$ cat src/rtl/simmem_release_bank.sv
// simmem_release_bank: holds one response per entry and releases releasable entries round-robin over a registered valid/ready port (define SIMMEM_RELEASE_FIXED_PRIO_EN for lowest-index-first selection)
module simmem_release_bank #(
  parameter int Capacity = 16,
  parameter int PayloadWidth = 8,
  localparam int IdxWidth = $clog2(Capacity)
) (
  input  logic                    clk_i,
  input  logic                    rst_ni,
  input  logic                    in_valid_i,
  input  logic [IdxWidth-1:0]     in_identifier_i,
  input  logic [PayloadWidth-1:0] in_payload_i,
  input  logic [Capacity-1:0]     release_en_i,
  output logic [Capacity-1:0]     address_released_onehot_o,
  output logic                    out_valid_o,
  input  logic                    out_ready_i,
  output logic [PayloadWidth-1:0] out_payload_o,
  output logic [IdxWidth-1:0]     out_identifier_o,
  output logic                    error_o
);
  logic [Capacity-1:0] entry_valid_q, inflight, eligible, released, cleared, store_oh;
  logic [PayloadWidth-1:0] payload_q [Capacity];
  logic [PayloadWidth-1:0] out_payload_q;
  logic [IdxWidth-1:0] out_id_q, sel, start;
  logic out_valid_q, error_q, hs, load, conflict, store_ok;
  assign hs = out_valid_q & out_ready_i;
  assign inflight = out_valid_q ? Capacity'(1) << out_id_q : '0;
  assign released = hs ? inflight : '0;
  assign eligible = release_en_i & entry_valid_q & ~inflight;
  assign load = |eligible & (~out_valid_q | out_ready_i);
  assign cleared = entry_valid_q & ~released;
  assign store_oh = in_valid_i ? Capacity'(1) << in_identifier_i : '0;
  assign conflict = |(store_oh & cleared);
  assign store_ok = |store_oh & ~conflict;
`ifdef SIMMEM_RELEASE_FIXED_PRIO_EN
  assign start = '0;
`else
  logic [IdxWidth-1:0] rr_ptr_q;
  assign start = rr_ptr_q;
  always_ff @(posedge clk_i or negedge rst_ni)
    if (!rst_ni) rr_ptr_q <= '0;
    else if (load) rr_ptr_q <= IdxWidth'((int'(sel) + 1) % Capacity);
`endif
  always_comb begin
    sel = '0;
    for (int i = Capacity - 1; i >= 0; i--) begin
      logic [IdxWidth-1:0] k;
      k = IdxWidth'((int'(start) + i) % Capacity);
      sel = eligible[k] ? k : sel;
    end
  end
  always_ff @(posedge clk_i or negedge rst_ni)
    if (!rst_ni) begin
      entry_valid_q <= '0;
      out_valid_q   <= 1'b0;
      out_id_q      <= '0;
      out_payload_q <= '0;
      error_q       <= 1'b0;
    end else begin
      entry_valid_q <= cleared | (store_ok ? store_oh : '0);
      out_valid_q   <= load | (out_valid_q & ~out_ready_i);
      error_q       <= error_q | conflict;
      if (load) begin
        out_id_q      <= sel;
        out_payload_q <= payload_q[sel];
      end
    end
  always_ff @(posedge clk_i)
    for (int k = 0; k < Capacity; k++)
      if (store_ok && store_oh[k]) payload_q[k] <= in_payload_i;
  assign address_released_onehot_o = released;
  assign out_valid_o = out_valid_q;
  assign out_payload_o = out_payload_q;
  assign out_identifier_o = out_id_q;
  assign error_o = error_q;
endmodule
$ cat config.mk
export PLATFORM = sky130hd
export DESIGN_NAME = simmem_release_bank
export DESIGN_NICKNAME = d
export VERILOG_FILES = /design/src/rtl/simmem_release_bank.sv
export SDC_FILE = /design/constraint.sdc
export NUM_CORES = 1
export LEC_CHECK = 0
export CAP_MARGIN = 20
export CORE_UTILIZATION = 40
export CTS_BUF_LIST = sky130_fd_sc_hd__clkbuf_16
export CTS_CLUSTER_SIZE = 14
export DETAILED_ROUTE_END_ITERATION = 8
export PLACE_DENSITY = 0.6
export REMOVE_ABC_BUFFERS = 1
export SETUP_SLACK_MARGIN = 0.15
export SYNTH_ARGS = -nofsm -noshare
export SYNTH_HDL_FRONTEND = slang
export SYNTH_SLANG_ARGS = --single-unit
$ cat constraint.sdc
create_clock -name clk_i -period 5.72 [get_ports clk_i]
set_clock_uncertainty 0.2 [all_clocks]
set_input_delay 1.144 -clock clk_i [delete_from_list [all_inputs] [get_ports clk_i]]
set_output_delay 1.144 -clock clk_i [all_outputs]
set_load 0.05 [all_outputs]
==> flow_summary_export.csv <==
group,metric,value,unit
run_status,status,"complete, no violations",
logic_synthesis,synth-async-reset-ratio,20.99,%
grt,grt_max_degree,42,
clock_network,htreeDepth,4,
timing,fin_crit_sh,91.15,%
place,pre_cts_slack,0.05706,ns
critical_path,r2r_end,"out_payload_o[2]",
detailed_routing,routed_wl,25.08,mm
floorplanning,die_area,23480,um^2
place,place_congestion,0.8919,
timing,whs,0.2849,ns
critical_path,cp-start-kind,"primary input",
layout,fill_cells,1970,
clock_network,holdBufCountCts,0,
layout,multi_input_area,4205,um^2
min_path,hold_end,"error_o",
layout,drive_gt1_share,16.97,%
timing,fmax,191.8,MHz
detailed_routing,drtIter0Drc,433,
detailed_routing,wl_per_cell,21.77,um
clock_network,clock_tree.buffer_depth,2,
critical_path,crit_type,"in -> reg",
grt,antenna_found_initial,0,
timing,worst_slack,0.5065,ns
timing,period_needed,5.213,ns
timing,tns,0,ns
critical_path,worst_setup_path_end_kind,"flip-flop",
critical_path,crit_fanout,8,
timing,worst_pin_slew,1.055,ns
run,max_cap_viol_count,0,
clock_network,cts.clk_slew.worst_paths,0.06,ns
place,dp_hpwl,18.40,mm
clock_network,cts_sinks,162,
critical_path,rr_worst_depth,14,
timing,maxSlewHeadroom,29.68,%
timing,rsz0062_at_grt,"false",
critical_path,worstReg2RegStart,"out_identifier_o[0]",
logic_synthesis,yosysUniqueCellTypes,79,
detailed_routing,drc_errors,0,
clock_network,clk_latency,0.42,ns
detailed_routing,vias,6941,
layout,area_growth,18.21,%
floorplanning,io-pin-count,62,
logic_synthesis,synth_enable_flop_cells,128,
timing,finalSetupViolCount,0,
logic_synthesis,synth_warnings,0,
min_path,min_from,"error_o",
logic_synthesis,yosysTopAreaCell,"edfxtp_1",
layout,finalNonFillerCells,1152,
grt,grt_first_pass_wirelength,39.23,mm
clock_network,cts-root-buf,"clkbuf_16",
logic_synthesis,yosys.cell_count.top_type,"edfxtp_1",
logic_synthesis,synth.cell_area,9148,um^2
place,portBuffers,61,
grt,grt.overflow.total,0,
logic_synthesis,postSynthAreaPerCell,11.65,um^2
floorplanning,core,22090,um^2
layout,finalNetCount,900,
floorplanning,start_util,41.40,%
clock_network,numCtsBuffers,17,
min_path,hp-class,"reg -> reg",
critical_path,arrival,5.29,ns
detailed_routing,post_drt_via_cell_ratio,6.025,
logic_synthesis,netlist_instances,785,
critical_path,r2r_slack,0.71,ns
logic_synthesis,ys_ff_latch,162,
logic_synthesis,synth_top_cell_area_share,42.02,%
logic_synthesis,synth-main-ff-cell,"edfxtp_1",
place,place_inst,1121,
layout,regArea,4695,um^2
grt,grt_pass1_vias,6770,
grt,grt_use_total,22.00,%
floorplanning,fp.dieH,153.2,um
logic_synthesis,ys_top_cells_by_area,"edfxtp_1 42%, dfrtp_1 9.3%, mux2i_1 7.1%, mux2_2 3.8%, mux4_2 3.4%",
floorplanning,fp.dieW,153.2,um
floorplanning,rows,54,
critical_path,critical_path_required,5.80,ns
timing,slew_viol_final,0,
detailed_routing,dr.pass1.iters,7,
min_path,hold_path_depth,1,
logic_synthesis,ys_seq_area_share,51.32,%
clock_network,cts_tree,"yes",
detailed_routing,antenna_left,0,
layout,antenna_cells,0,
timing,hold_viol,0,
logic_synthesis,synth.top_cells.by_count,"128 x edfxtp_1, 65 x mux2i_1, 56 x nor2_1",
[cell families (layout without fill, tap and decap cells)]
family / count (synthesis) / count (layout) / share of synthesized area (%)
and+or+nand+nor: 214 / 214 / 11.80
muxes: 114 / 114 / 14.99
xor gates and xnor gates: 17 / 17 / 1.628
AOI/OAI and AO/OA: 212 / 212 / 16.26
adders and majority gates: 8 / 8 / 1.094
DFF: 162 / 162 / 51.32
buffers and inverters: 58 / 145 / 2.900
[layout make-up]
cell class	count	share of cell area [%]
Multi-Input combinational cell	565	38.89
Clock inverter	14	1.527
Sequential cell	162	43.42
Timing Repair Buffer	99	8.470
Inverter	15	0.5207
Tap cell	280	3.240
Clock buffer	17	3.934
[sequential cells by signal (all words and copies together) (netlist names)]
signal	count
entry_valid_q	16
rr_ptr_q	4
error_o	1
out_payload_o	8
out_valid_o	1
payload_q	128
out_identifier_o	4
[critical path, stage by stage]
cell and delay (ns):
clkdlybuf4s50_1 0.46, nand2_1 0.09, a211oi_1 0.50, nor4_1 0.15, nor4_4 0.53, mux2_2 0.36, mux2i_1 0.09, a311o_1 0.35
a311oi_1 0.23, o21ai_1 0.19, inv_2 0.19, nand2_1 0.08, or2_0 0.43, o22ai_1 0.40, a211oi_1 0.09
[through the flow]
stage | utilization (%) | area (um^2)
floorplan | - | 8939
global placement | 46.21 | 10210
detailed placement | 46.21 | 10210
CTS | 48.88 | 10800
global route | 48.94 | 10810
finish | 48.94 | 10810
[how the worst max path moves through the flow]
stage	end	startpoint	slack [ns]	cells after the start
floorplan	out_payload_o[7]	rr_ptr_q[0]	-0.39	13
detailed placement	out_payload_o[2]	release_en_i[15]	0.06	15
global placement	out_payload_o[2]	release_en_i[9]	0.09	15
finish	out_payload_o[2]	release_en_i[8]	0.51	15
CTS	out_payload_o[2]	rr_ptr_q[0]	0.51	16
global route	out_payload_o[2]	release_en_i[8]	0.21	15
[metal layers]
| layer | track usage [%] | routed length, um |
|---|---|---|
| met1 | 29.06 | 10860 |
| met2 | 36.73 | 12490 |
| met3 | 3.431 | 1121 |
| met4 | 7.744 | 614 |
| met5 | 0 | 0 |
[cells in the final DEF, fill, tap and decap left out, types with 5 or more instances in the layout]
cell type,instances
edfxtp_1,128
mux2i_1,65
clkdlybuf4s50_1,60
nor2_1,56
nand2_1,55
o21ai_0,42
a21oi_1,36
buf_4,36
dfrtp_1,34
mux2_2,31
a211oi_1,26
nand3_1,21
nor3_1,20
o22ai_1,17
clkbuf_16,17
mux4_2,14
a22oi_1,14
xnor2_1,13
inv_1,12
nor4_1,11
nand2b_1,9
a21o_1,8
a221oi_1,8
a211oi_2,7
ha_1,7
a2111oi_0,6
nor2b_1,5
o21a_1,5
a22o_1,5
[what timing repair did]
item | 4_1_cts | 5_1_grt
setup endpoints to repair | 0 | 3
setup buffers | 0 | 0
endpoints found under the hold margin | 0 | 0
gates resized for setup | 0 | 3
Power is left out: the tool's default activity adds up to more than one toggle a clock period on the data nets, which glitch-free logic cannot reach.
